### config.mk
export PLATFORM = sky130hd
export DESIGN_NAME = simple_write_combiner
export DESIGN_NICKNAME = d
export VERILOG_FILES = /design/src/rtl/dc_ddr_pkg.sv /design/src/rtl/wc_line_buffer.sv /design/src/rtl/simple_write_combiner.sv
export SDC_FILE = /design/constraint.sdc
export NUM_CORES = 1
export LEC_CHECK = 0
export CORE_ASPECT_RATIO = 1.4
export CORE_MARGIN = 2
export CORE_UTILIZATION = 61
export DETAILED_ROUTE_END_ITERATION = 10
export PLACE_DENSITY = 0.89
export RECOVER_POWER = 25
export SETUP_SLACK_MARGIN = 0.15
export SYNTH_ARGS = -nofsm -noshare
export SYNTH_HDL_FRONTEND = slang
export SYNTH_SLANG_ARGS = --single-unit
### constraint.sdc
create_clock -name clock -period 9.2 [get_ports clock]
set_clock_uncertainty 0.2 [all_clocks]
set_input_delay 1.84 -clock clock [delete_from_list [all_inputs] [get_ports clock]]
set_output_delay 1.84 -clock clock [all_outputs]
set_load 0.02 [all_outputs]
### src/rtl/dc_ddr_pkg.sv
// Shared DDR-side constants and types for the write combiner.
// Line geometry is fixed at 8 x 64-bit words per burst.
package dc_ddr_pkg;

    localparam int DDR_ADDR_W = 29;
    localparam int LINE_WORDS = 8;
    localparam int LINE_IDX_W = 3;

    localparam logic [7:0] BURST_LEN = 8'd8;
    localparam logic [LINE_IDX_W-1:0] LAST_BEAT = LINE_IDX_W'(LINE_WORDS - 1);

    typedef enum logic {
        WC_IDLE,
        WC_FLUSH
    } wc_state_e;

endpackage

### src/rtl/wc_line_buffer.sv
// One-line write buffer: 8 x 64-bit data with per-byte valid mask.
// Byte-merge write port, indexed read port, clear and full flag.
module wc_line_buffer
    import dc_ddr_pkg::*;
(
    input  logic                  clk_i,
    input  logic                  rst_ni,
    input  logic                  wr_en_i,
    input  logic [LINE_IDX_W-1:0] wr_idx_i,
    input  logic [63:0]           wr_data_i,
    input  logic [7:0]            wr_be_i,
    input  logic                  clr_i,
    input  logic [LINE_IDX_W-1:0] rd_idx_i,
    output logic [63:0]           rd_data_o,
    output logic [7:0]            rd_be_o,
    output logic                  full_o
);

    logic [63:0] data_q [LINE_WORDS];
    logic [63:0] data_d [LINE_WORDS];
    logic [7:0]  mask_q [LINE_WORDS];
    logic [7:0]  mask_d [LINE_WORDS];

    // clear and write may coincide: the written word then survives alone
    always_comb begin
        full_o = 1'b1;
        for (int i = 0; i < LINE_WORDS; i++) begin
            data_d[i] = clr_i ? '0 : data_q[i];
            mask_d[i] = clr_i ? '0 : mask_q[i];
            if (wr_en_i && wr_idx_i == LINE_IDX_W'(i)) begin
                for (int b = 0; b < 8; b++) begin
                    if (wr_be_i[b]) begin
                        data_d[i][8*b +: 8] = wr_data_i[8*b +: 8];
                    end
                end
                mask_d[i] = mask_d[i] | wr_be_i;
            end
            full_o = full_o & (&mask_d[i]);
        end
    end

    always_ff @(posedge clk_i or negedge rst_ni) begin
        if (!rst_ni) begin
            for (int i = 0; i < LINE_WORDS; i++) begin
                data_q[i] <= '0;
                mask_q[i] <= '0;
            end
        end else begin
            for (int i = 0; i < LINE_WORDS; i++) begin
                data_q[i] <= data_d[i];
                mask_q[i] <= mask_d[i];
            end
        end
    end

    assign rd_data_o = data_q[rd_idx_i];
    assign rd_be_o   = mask_q[rd_idx_i];

endmodule

### src/rtl/simple_write_combiner.sv
// Merges byte-enabled core word writes into one line and emits
// full 8-beat DDR bursts; flags reads that hit the unflushed line.
module simple_write_combiner
    import dc_ddr_pkg::*;
#(
    parameter int ADDR_W = DDR_ADDR_W
) (
    input  logic              clock,
    input  logic              reset_n,
    input  logic [ADDR_W-1:0] wr_addr_in,
    input  logic [63:0]       wr_data_in,
    input  logic [7:0]        wr_be_in,
    input  logic              wr_in,
    input  logic              flush_in,
    input  logic [ADDR_W-1:0] rd_addr_in,
    output logic              rd_hazard_out,
    output logic              wr_busy_out,
    output logic              flush_done_out,
    output logic [ADDR_W-1:0] ddram_addr_out,
    output logic [7:0]        ddram_burstcnt_out,
    output logic [63:0]       ddram_writedata_out,
    output logic [7:0]        ddram_byteenable_out,
    output logic              ddram_we_out,
    input  logic              ddram_busy_in
);

    localparam int LA_W = ADDR_W - LINE_IDX_W;

    wc_state_e             state_q, state_d;
    logic [LINE_IDX_W-1:0] beat_q, beat_d;
    logic [LA_W-1:0]       line_addr_q, line_addr_d;
    logic                  line_valid_q, line_valid_d;
    logic [ADDR_W-1:0]     hold_addr_q, hold_addr_d;
    logic [63:0]           hold_data_q, hold_data_d;
    logic [7:0]            hold_be_q, hold_be_d;
    logic                  hold_valid_q, hold_valid_d;
    logic                  we_q, we_d;
    logic                  busy_q, busy_d;
    logic                  done_q, done_d;
    logic [ADDR_W-1:0]     addr_q, addr_d;
    logic [7:0]            burstcnt_q, burstcnt_d;

    logic                  buf_wr;
    logic [LINE_IDX_W-1:0] buf_idx;
    logic [63:0]           buf_data;
    logic [7:0]            buf_be;
    logic                  buf_clr;
    logic [63:0]           buf_rd_data;
    logic [7:0]            buf_rd_be;
    logic                  buf_full;

    logic wr_ok;
    logic same_line;
    logic start;
    logic unused_rd_lo;

    assign wr_ok        = wr_in && !busy_q;
    assign same_line    = wr_addr_in[ADDR_W-1:LINE_IDX_W] == line_addr_q;
    assign unused_rd_lo = ^rd_addr_in[LINE_IDX_W-1:0];

    wc_line_buffer u_buf (
        .clk_i     (clock),
        .rst_ni    (reset_n),
        .wr_en_i   (buf_wr),
        .wr_idx_i  (buf_idx),
        .wr_data_i (buf_data),
        .wr_be_i   (buf_be),
        .clr_i     (buf_clr),
        .rd_idx_i  (beat_q),
        .rd_data_o (buf_rd_data),
        .rd_be_o   (buf_rd_be),
        .full_o    (buf_full)
    );

    always_comb begin
        state_d      = state_q;
        beat_d       = beat_q;
        line_addr_d  = line_addr_q;
        line_valid_d = line_valid_q;
        hold_addr_d  = hold_addr_q;
        hold_data_d  = hold_data_q;
        hold_be_d    = hold_be_q;
        hold_valid_d = hold_valid_q;
        we_d         = we_q;
        done_d       = 1'b0;
        addr_d       = addr_q;
        burstcnt_d   = burstcnt_q;
        buf_wr       = 1'b0;
        buf_idx      = wr_addr_in[LINE_IDX_W-1:0];
        buf_data     = wr_data_in;
        buf_be       = wr_be_in;
        buf_clr      = 1'b0;
        start        = 1'b0;

        unique case (state_q)
            WC_IDLE: begin
                if (wr_ok && (!line_valid_q || same_line)) begin
                    buf_wr       = 1'b1;
                    line_addr_d  = wr_addr_in[ADDR_W-1:LINE_IDX_W];
                    line_valid_d = 1'b1;
                    start        = buf_full || flush_in;
                end else if (wr_ok) begin
                    // line change: park the new write, flush the old line
                    hold_addr_d  = wr_addr_in;
                    hold_data_d  = wr_data_in;
                    hold_be_d    = wr_be_in;
                    hold_valid_d = 1'b1;
                    start        = 1'b1;
                end else if (flush_in) begin
                    start  = line_valid_q;
                    done_d = !line_valid_q;
                end
                if (start) begin
                    state_d    = WC_FLUSH;
                    we_d       = 1'b1;
                    beat_d     = '0;
                    addr_d     = {line_addr_d, {LINE_IDX_W{1'b0}}};
                    burstcnt_d = BURST_LEN;
                end
            end
            WC_FLUSH: begin
                if (we_q && !ddram_busy_in) begin
                    beat_d = beat_q + 1'b1;
                    if (beat_q == LAST_BEAT) begin
                        state_d      = WC_IDLE;
                        we_d         = 1'b0;
                        done_d       = 1'b1;
                        burstcnt_d   = '0;
                        buf_clr      = 1'b1;
                        line_valid_d = hold_valid_q;
                        if (hold_valid_q) begin
                            buf_wr       = 1'b1;
                            buf_idx      = hold_addr_q[LINE_IDX_W-1:0];
                            buf_data     = hold_data_q;
                            buf_be       = hold_be_q;
                            line_addr_d  = hold_addr_q[ADDR_W-1:LINE_IDX_W];
                            hold_valid_d = 1'b0;
                        end
                    end
                end
            end
            default: state_d = WC_IDLE;
        endcase

        busy_d = (state_d == WC_FLUSH) || hold_valid_d;
    end

    always_ff @(posedge clock or negedge reset_n) begin
        if (!reset_n) begin
            state_q      <= WC_IDLE;
            beat_q       <= '0;
            line_addr_q  <= '0;
            line_valid_q <= 1'b0;
            hold_addr_q  <= '0;
            hold_data_q  <= '0;
            hold_be_q    <= '0;
            hold_valid_q <= 1'b0;
            we_q         <= 1'b0;
            busy_q       <= 1'b0;
            done_q       <= 1'b0;
            addr_q       <= '0;
            burstcnt_q   <= '0;
        end else begin
            state_q      <= state_d;
            beat_q       <= beat_d;
            line_addr_q  <= line_addr_d;
            line_valid_q <= line_valid_d;
            hold_addr_q  <= hold_addr_d;
            hold_data_q  <= hold_data_d;
            hold_be_q    <= hold_be_d;
            hold_valid_q <= hold_valid_d;
            we_q         <= we_d;
            busy_q       <= busy_d;
            done_q       <= done_d;
            addr_q       <= addr_d;
            burstcnt_q   <= burstcnt_d;
        end
    end

    assign rd_hazard_out        = line_valid_q &&
                                  rd_addr_in[ADDR_W-1:LINE_IDX_W] == line_addr_q;
    assign wr_busy_out          = busy_q;
    assign flush_done_out       = done_q;
    assign ddram_addr_out       = addr_q;
    assign ddram_burstcnt_out   = burstcnt_q;
    assign ddram_we_out         = we_q;
    assign ddram_writedata_out  = we_q ? buf_rd_data : '0;
    assign ddram_byteenable_out = we_q ? buf_rd_be : '0;

endmodule

Yosys cells after proc, flatten, opt, wreduce, memory -nomap -nowiden
Index checks and enable logic that the tools add are counted.
Cells by class
  $add $sub $neg: 1
  magnitude comparators: 1
  equal/unequal tests: 15
  multiplexer cells: 161
  bitwise gates (word level): 18
  reductions and logical operators: 33
Operator list (number)
  $mux 64: 23
  $mux 8: 90
  $bmux 64 s3: 1
  $mux 26: 4
  $or 8x8->8: 8
  $reduce_and 8->1: 8
  $eq 26x26->1: 2
  $pmux 26 s2: 1
  $mux 1: 27
  $bmux 8 s3: 1
  $mux 3: 6
  $pmux 8 s2: 1
  $eq 3x3->1 const B: 5
  $logic_and 1x1->1: 12
  $pmux 1 s2: 6
  $reduce_and 3->1: 4
  $ne 2x1->1 const B: 4
  $and 1x1->1: 7
  $eq 3x2->1 const B: 2
  $pmux 3 s2: 1
  $ge 4x4->1 const B: 1
  $not 3->4: 1
  $reduce_and 2->1: 2
  $add 3x1->3 const B: 1
  other kinds (6): 11
Word-level totals
  register bits after elaboration: 746
  input port bits: 135
  output and inout bits: 113
  word-level logic and storage cells: 258

Logic depth before layout (Yosys ltp)
Gate-level depths: netlist (run 1).
  depth after elaboration: 21
  gate-level depth with buffers: 15
  mapped depth without buffers: 12

Hierarchy
From an unflattened synthesis (run 1), not the netlist that was laid out.
Second synthesis, totals
  cells, all modules: 3451
  area total of the unflattened synthesis: 35800.6 um^2
By module, submodules not included
  wc_line_buffer: instances 1, cells each 2774, area each 27236.1 um^2, seq. area each 14413.8 um^2
  simple_write_combiner: instances 1, cells each 677, area each 8564.5 um^2, seq. area each 4053.9 um^2

Worst setup path before layout (run 1)
OpenSTA, ideal clock, no wires.
  path type: in2out
  start: input port rd_addr_in[25]
  end: output port rd_hazard_out
  data arrival time: 3.072 ns
  data required time: 7.160 ns
  slack: 4.088 ns
  cell stages on the path: 4
  cell sequence: xor2_1 nor4_1 nand4_1 nor4_1
On the way
  word-level cells in the longest chain between the ends: 2
RTL lines
  start, declared: line simple_write_combiner.sv:15  | input logic [ADDR_W-1:0] rd_addr_in,
  $eq 26x26->1: line simple_write_combiner.sv:181  | rd_addr_in[ADDR_W-1:LINE_IDX_W] == line_addr_q;
  $logic_and 1x1->1: line simple_write_combiner.sv:180  | assign rd_hazard_out = line_valid_q &&
  end, declared: line simple_write_combiner.sv:16  | output logic rd_hazard_out,
No other way between the ends.

Worst setup path after layout (run 1)
  start: input port wr_addr_in[20]
  end: register addr_q[28], in the netlist ddram_addr_out[28]
On the way
  word-level cells in the longest chain between the ends: 19
  elaborated cells on any way between the ends: 41
RTL lines
  start, declared: line simple_write_combiner.sv:10  | input logic [ADDR_W-1:0] wr_addr_in,
  $eq 26x26->1 *: line simple_write_combiner.sv:58  | assign same_line = wr_addr_in[ADDR_W-1:LINE_IDX_W] == line_addr_q;
  $logic_or 1x1->1 *: line simple_write_combiner.sv:97  | if (wr_ok && (!line_valid_q || same_line)) begin
  $logic_and 1x1->1 *: line simple_write_combiner.sv:97
  $mux 1: line simple_write_combiner.sv:97
  $pmux 1 s2: line simple_write_combiner.sv:95  | unique case (state_q)
  $logic_and 1x1->1: line wc_line_buffer.sv:30  | if (wr_en_i && wr_idx_i == LINE_IDX_W'(i)) begin
  $mux 8: line wc_line_buffer.sv:30
  $reduce_and 8->1: line wc_line_buffer.sv:38  | full_o = full_o & (&mask_d[i]);
  $and 1x1->1 (7 in a row): line wc_line_buffer.sv:38
  $logic_or 1x1->1: line simple_write_combiner.sv:101  | start = buf_full || flush_in;
  $mux 1: line simple_write_combiner.sv:97
  $mux 1: line simple_write_combiner.sv:95
  $reduce_and 2->1 (no source line)
  end signal, assigned: line simple_write_combiner.sv:175  | addr_q <= addr_d;
  end, declared: line simple_write_combiner.sv:40  | logic [ADDR_W-1:0] addr_q, addr_d;
Every way passes the cells marked *; elsewhere a longest branch is shown, timed or not. The select of a mux whose other input is x is not followed.
A chain may end at the register's enable or synchronous reset.

==> out/metrics.cfg, run 1 <==
[run_status]
status = complete, but fails checks
violations = capacitance limit, slew limit

[sta]
tns_ns = 0
setup-violations-final = 0
fin_ws_ns = 2.303
tightest_slew_ns = 4.746
fmax_mhz = 145.0
min_period_ns = 6.897
rsz0062_at_grt = false
max-slew-margin-rel_pct = -216.4
finalHoldViolations = 0
maxSlewViolCount = 114
fin_crit_sh_pct = 74.97

[synthesis]
synth_commonest_cells = dfrtp_1 (738), nand3_1 (472), o21ai_0 (464)
synth_edf_count = 0
synth_area_leaders = dfrtp_1 (53%), mux4_2 (9.3%), nand3_1 (6.7%)
ys.flop_type = dfrtp_1
yosys.cell_count.top_type = dfrtp_1
syn_avg_cell_area_um2 = 11.23
ys_ff_latch = 738
ys_types = 67
netlist_instances = 3118
synth.top_cell.area_share_pct = 52.76
syn-cell-area_um2 = 35000
synth_top_area_cell = dfrtp_1
ys_warn_count = 0
ys_seq_area_share_pct = 52.76
async_flop_share_pct = 100.0

[pwr]
p_leak_nw = 17.00
power_density_nw_per_um2 = 296.6
peakVddDrop_v = 0.0002135
total_power_mw = 11.83

[floorplan]
fp.dieArea_um2 = 59340
rows = 103
die_x_um = 206.5
fp.dieH_um = 287.4
start_util_pct = 61.87
ioPinCount = 248
placeableCoreArea_um2 = 56580

[critical_path]
cp.required_ns = 9.49
critical_path_buf_inv_count = 3
max_stage_delay_ns = 1.05
crit_type = input pin to register
worstPathCellList = clkdlybuf4s50_1 > xnor2_1 > nand4_1 > nor3_2 > nand4_1 > a21oi_1 > buf_4 > a22oi_1 > nor4_1 > nand4_1 > o31ai_4 > buf_4 > mux2_2
cp-end-kind = register
crit_path_frequent_cell = nand4_1
arrival_ns = 7.18
cp_slowest_cell = a21oi_1
path_max_fanout = 32
critical_path.top_delay_family = simple AND/OR/NAND/NOR gates
critPathLaunchType = input pin

[routing]
route.detailed.wl_per_inst_um = 24.44
drt-initial-drc-count = 3007
viasPerCell = 6.817
post-route-drc-count = 0
dr.pass1.iters = 6
drt.antenna.violating_nets = 0
vias = 27310
wl_um = 97930

[grt]
grt_use_total_pct = 33.49
overflow = 0
grt_max_degree = 200
grt_pass1_vias = 28530
grt_pass1_wl_um = 154800
antenna_found_initial = 8

[layout]
area_growth_pct = 13.93
final_area_um2 = 39880
drive_above_1_share_pct = 13.80
n_fill_cell = 3597
fin_nets = 3355

[job]
maxCapViolCount = 2

[clock_network]
cts_htree_levels = 3
numCtsBuffers = 67
cts-resized-gates = 0
tritoncts = done
holdBufCountCts = 0
clock-sinks = 738
clock_path_buffers = 3
clk_latency_ns = 0.60
cts-root-buf = clkbuf_16
path_clk_slew_ns = 0.06
cts_setup_buffers = 0

[placement]
gp_congestion = 0.9413
place_ws_ns = 1.890
portBuffers = 234
dpl_cell_area_um2 = 37630
dp_hpwl_um = 60710

[min_path]
hp-class = register to register

==> worst reg2reg max path, delay by kind of cell, from the launching register on <==
kind            cells  cell delay [ns]
buf+inv             3             2.04
compound gates      3             1.09
simple gates        4             1.07
flops               1             0.97
fa+ha+maj           2             0.53
mux                 1             0.43
==> area by class of cell <==
class	instances	area (µm²)	share of cell area [%]
well taps	735	919.6	2.306
inverters	6	22.52	0.05648
clock buffers	94	1951	4.891
diodes	3	7.507	0.01883
multi-input cells	2136	15560	39.03
clock inverters	26	300.3	0.7530
flip-flops and latches	738	18480	46.34
repair buffers	269	2633	6.601
==> metal layers <==
metal / global-route usage (%) / vias to the layer above / routed length, µm
met5: 0 / - / 73
met4: 19.50 / 12 / 5523
met3: 5.873 / 403 / 7876
met2: 55.28 / 1637 / 49030
met1: 41.61 / 13730 / 35420
li1: - / 11540 / -
==> kinds of logic after synthesis <==
family / Yosys count / share of synthesized area [%]
mux: 490 / 19.81
xor+xnor: 52 / 1.301
compound gates: 621 / 9.848
fa+ha+maj: 2 / 0.07148
flops: 738 / 52.76
other cells: 1 / 0.01071
buf+inv: 253 / 2.978
simple gates: 961 / 13.22
==> power by group <==
part           internal [mW]  switching (mW)
clock                   1.63            1.25
combinational           1.89            2.03
sequential              4.20           0.815
==> cell usage in the layout, fill, tap and decap left out, types with 9 or more instances in the layout <==
master and instances:
nand2_1 288, a22o_1 10, clkinv_2 12, clkbuf_16 69, nand2b_1 9, xor2_1 19
nor4_1 12, clkbuf_1 14, conb_1 10, clkdlybuf4s50_1 233, mux2_4 10, dfrtp_1 733
nand3_1 471, buf_4 31, clkbuf_8 13, nor2b_1 75, nand4_1 17, a31oi_1 33
a21o_1 13, mux2_2 129, mux2_1 14, xnor2_1 33, o21ai_0 464, and2_1 9
mux4_2 144, a21oi_1 36, nor2_1 51, mux2i_1 193
==> metrics by stage <==
step,hold slack [ns],instances,utilization (%)
2_1_floorplan,0.2550,3127,-
3_3_place_gp,0.2708,3884,66.52
3_5_place_dp,0.2790,3884,66.52
4_1_cts,0.2985,4004,70.50
5_1_grt,0.3175,4005,70.48
6_report,0.2931,4007,70.49
==> sequential cells by signal (all words and copies together), names as in the netlist <==
| name | cells |
|---|---|
| ddram_burstcnt_out | 1 |
| flush_done_out | 1 |
| hold_valid_q | 1 |
| ddram_addr_out | 26 |
| hold_data_q | 64 |
| wr_busy_out | 1 |
| u_buf.mask_q | 64 |
| line_valid_q | 1 |
| line_addr_q | 26 |
| hold_be_q | 8 |
| u_buf.data_q | 512 |
| state_q | 1 |
| hold_addr_q | 29 |
| beat_q | 3 |
==> final timing paths <==
path | from | to | slack, ns | cells after the start
max reg2reg | beat_q[1] | ddram_addr_out[28] | 2.76 | 13
min in group asynchronous | reset_n | hold_data_q[58] | 2.73 | 1
max | wr_addr_in[20] | ddram_addr_out[28] | 2.30 | 13
min | ddram_addr_out[15] | ddram_addr_out[15] | 0.29 | 1
min reg2reg | ddram_addr_out[15] | ddram_addr_out[15] | 0.29 | 1
max in group asynchronous | reset_n | hold_data_q[56] | 3.19 | 2
Power figures use the tool's default switching activity.
==> run 2: changes to the inputs <==
Settings changed: CORE_UTILIZATION 61 to 59, PLACE_DENSITY 0.89 to 0.87.
Clock period 9.2 ns to 6.8 ns, I/O delays scaled along.
==> run 2 against run 1 <==
Against the previous run:
- the flow still finishes with violations (capacitance limit, slew limit)
- count of clock-buffer cells in the layout decreased by 3
- clock power increased by 38%
- wire length decreased by 3.7%
- worst hold slack got worse by 0.00055 ns
- die area increased by 3.3%
- first-iteration DRC count decreased by 10%
- sequential power increased by 34%
- sequential share of layout area decreased by 0.21 points
- combinational power increased by 35%
- critical path type is now register to primary output
==> out/metrics.cfg, run 2 (same netlist as run 1, synthesis figures left out) <==
[grt]
grt_pass1_vias = 27450  ; -3.8%
grt_pass1_wl_um = 149600  ; -3.4%
grt.met1_usage_pct = 39.19  ; -2.4 points
grt_busiest_layer = met2
met2_usage_pct = 51.50  ; -3.8 points
overflow = 0  ; unchanged
grt_max_degree = 175  ; -13%
antenna_found_initial = 8  ; unchanged
grt_use_total_pct = 31.03  ; -2.5 points
gr-usage-met3_pct = 6.034  ; +0.16 points

[sta]
tns_ns = 0  ; unchanged
fin_crit_sh_pct = 83.30
rsz0062_at_grt = false
fmax_mhz = 176.5
fin_ws_ns = 1.136  ; -1.167 ns
maxSlewViolCount = 83  ; -27%
tightest_slew_ns = 4.812  ; +0.06677 ns
min_period_ns = 5.664
max-slew-margin-rel_pct = -220.8  ; -4.5 points
setup-violations-final = 0  ; unchanged
finalHoldViolations = 0  ; unchanged

[layout]
multi_input_area_um2 = 15560  ; unchanged
layout_common_cells = dfrtp_1 (733), nand3_1 (471), o21ai_0 (464)
largest_reg_flops = 512  ; unchanged
n_fill_cell = 4027  ; +12%
fin_cells = 4028  ; +0.52%
largestRegisters = u_buf.data_q (512), hold_data_q (64), u_buf.mask_q (64)
final_core_utilization_pct = 68.37  ; -2.1 points
area_growth_pct = 14.44
top_register = u_buf.data_q
fin_nets = 3365  ; +0.30%
drive_above_1_share_pct = 14.13  ; +0.33 points
layout_commonest_cell = dfrtp_1
final_area_um2 = 40060  ; +0.46%
regArea_um2 = 18480  ; unchanged

[clock_network]
path_clk_slew_ns = 0.07  ; about the same
cts-resized-gates = 0  ; unchanged
cts-root-buf = clkbuf_16
numCtsBuffers = 68  ; +1.5%
cts_htree_levels = 3  ; unchanged
clk_latency_ns = 0.61  ; about the same
clock-sinks = 738  ; unchanged
cts_setup_buffers = 0  ; unchanged
tritoncts = done
clock_path_buffers = 3  ; unchanged
holdBufCountCts = 0  ; unchanged

[critical_path]
critical_path.top_delay_family = buffers and inverters
cp.required_ns = 5.24  ; -4.25 ns
critPathLaunchType = register
cp_slowest_cell = dfrtp_4
r2r_slack_ns = 1.61  ; -1.15 ns
crit_type = register to primary output
worstPathCellList = buf_4 > mux4_2 > mux2i_1 > nor2b_1 > clkdlybuf4s50_1
critical_path_buf_inv_count = 2  ; -1
arrival_ns = 4.10  ; -3.08 ns
cp-end-kind = primary output
max_stage_delay_ns = 0.92  ; -0.13 ns
path_max_fanout = 56  ; +75%

[floorplan]
start_util_pct = 59.74  ; -2.1 points
die_x_um = 209.9  ; +1.6%
rows = 105  ; +1.9%
fp.dieArea_um2 = 61320  ; +3.3%
ioPinCount = 248  ; unchanged
fp.dieH_um = 292.2  ; +1.7%
placeableCoreArea_um2 = 58590  ; +3.6%

[pwr]
p_leak_nw = 17.07  ; +0.45%
peakVddDrop_v = 0.0003458  ; +62%
power_density_nw_per_um2 = 399.6  ; +35%

[job]
maxCapViolCount = 1  ; -1

[run_status]
status = complete, but fails checks
violations = capacitance limit, slew limit

[placement]
portBuffers = 234  ; unchanged
dp_cells = 3907  ; +0.59%
place_ws_ns = 1.011  ; -0.8785 ns
dpl_cell_area_um2 = 37760  ; +0.33%
dp_hpwl_um = 57670  ; -5.0%
gp_congestion = 0.9350  ; -0.67%

[routing]
viasPerCell = 6.599  ; -3.2%
vias = 26580  ; -2.7%
route.detailed.wl_per_inst_um = 23.42  ; -4.2%
post-route-drc-count = 0  ; unchanged
drt.antenna.violating_nets = 0  ; unchanged
dr.pass1.iters = 8  ; +2
drt-initial-drc-count = 2693  ; -10%
wl_um = 94350  ; -3.7%

[min_path]
hp-class = register to register

## run 2: final timing paths
kind | startpoint | endpoint | depth (start not counted)
worst min-delay path | ddram_addr_out[15] | ddram_addr_out[15] | 1
worst max-delay path | beat_q[0] | ddram_byteenable_out[7] | 5
worst min register to register | ddram_addr_out[15] | ddram_addr_out[15] | 1
worst max register to register | beat_q[0] | ddram_addr_out[25] | 12
max in group asynchronous | reset_n | u_buf.data_q[380] | 1
min in group asynchronous | reset_n | ddram_addr_out[14] | 1
## run 2: routing by layer
metal | vias to the layer above | wire, µm
met5 | - | 90
met1 | 13400 | 35460
met2 | 1303 | 47220
met3 | 306 | 7296
li1 | 11560 | -
met4 | 14 | 4274
## run 2: per-stage QoR
stage,hold WS [ns],total power [mW]
global placement,0.2700,11.69
floorplan,0.2550,9.967
finish,0.2926,16.01
detailed placement,0.2781,11.94
global route,0.3080,16.74
CTS,0.2936,15.99
## run 2: worst reg2reg max path: cells and delay by family (launching register included)
| kind | cells | cell delay [ns] |
|---|---|---|
| AOI/OAI and AO/OA | 3 | 1.10 |
| adders and majority gates | 2 | 0.49 |
| buffers and inverters | 1 | 0.28 |
| DFF | 1 | 0.92 |
| muxes | 1 | 0.37 |
| and+or+nand+nor | 5 | 1.71 |
## run 2: cell type report
class	count	area share [%]
Sequential cell	738	46.13
Multi-Input combinational cell	2136	38.85
Timing Repair Buffer	278	6.843
Clock buffer	91	4.897
Tap cell	749	2.339
Clock inverter	28	0.8652
Inverter	6	0.05622
Antenna cell	2	0.01249
## run 2: report_power, final
group / total, mW / switching, mW / internal, mW
Sequential: 6.72 / 1.04 / 5.68
Clock: 3.99 / 1.69 / 2.30
Combinational: 5.30 / 2.73 / 2.57
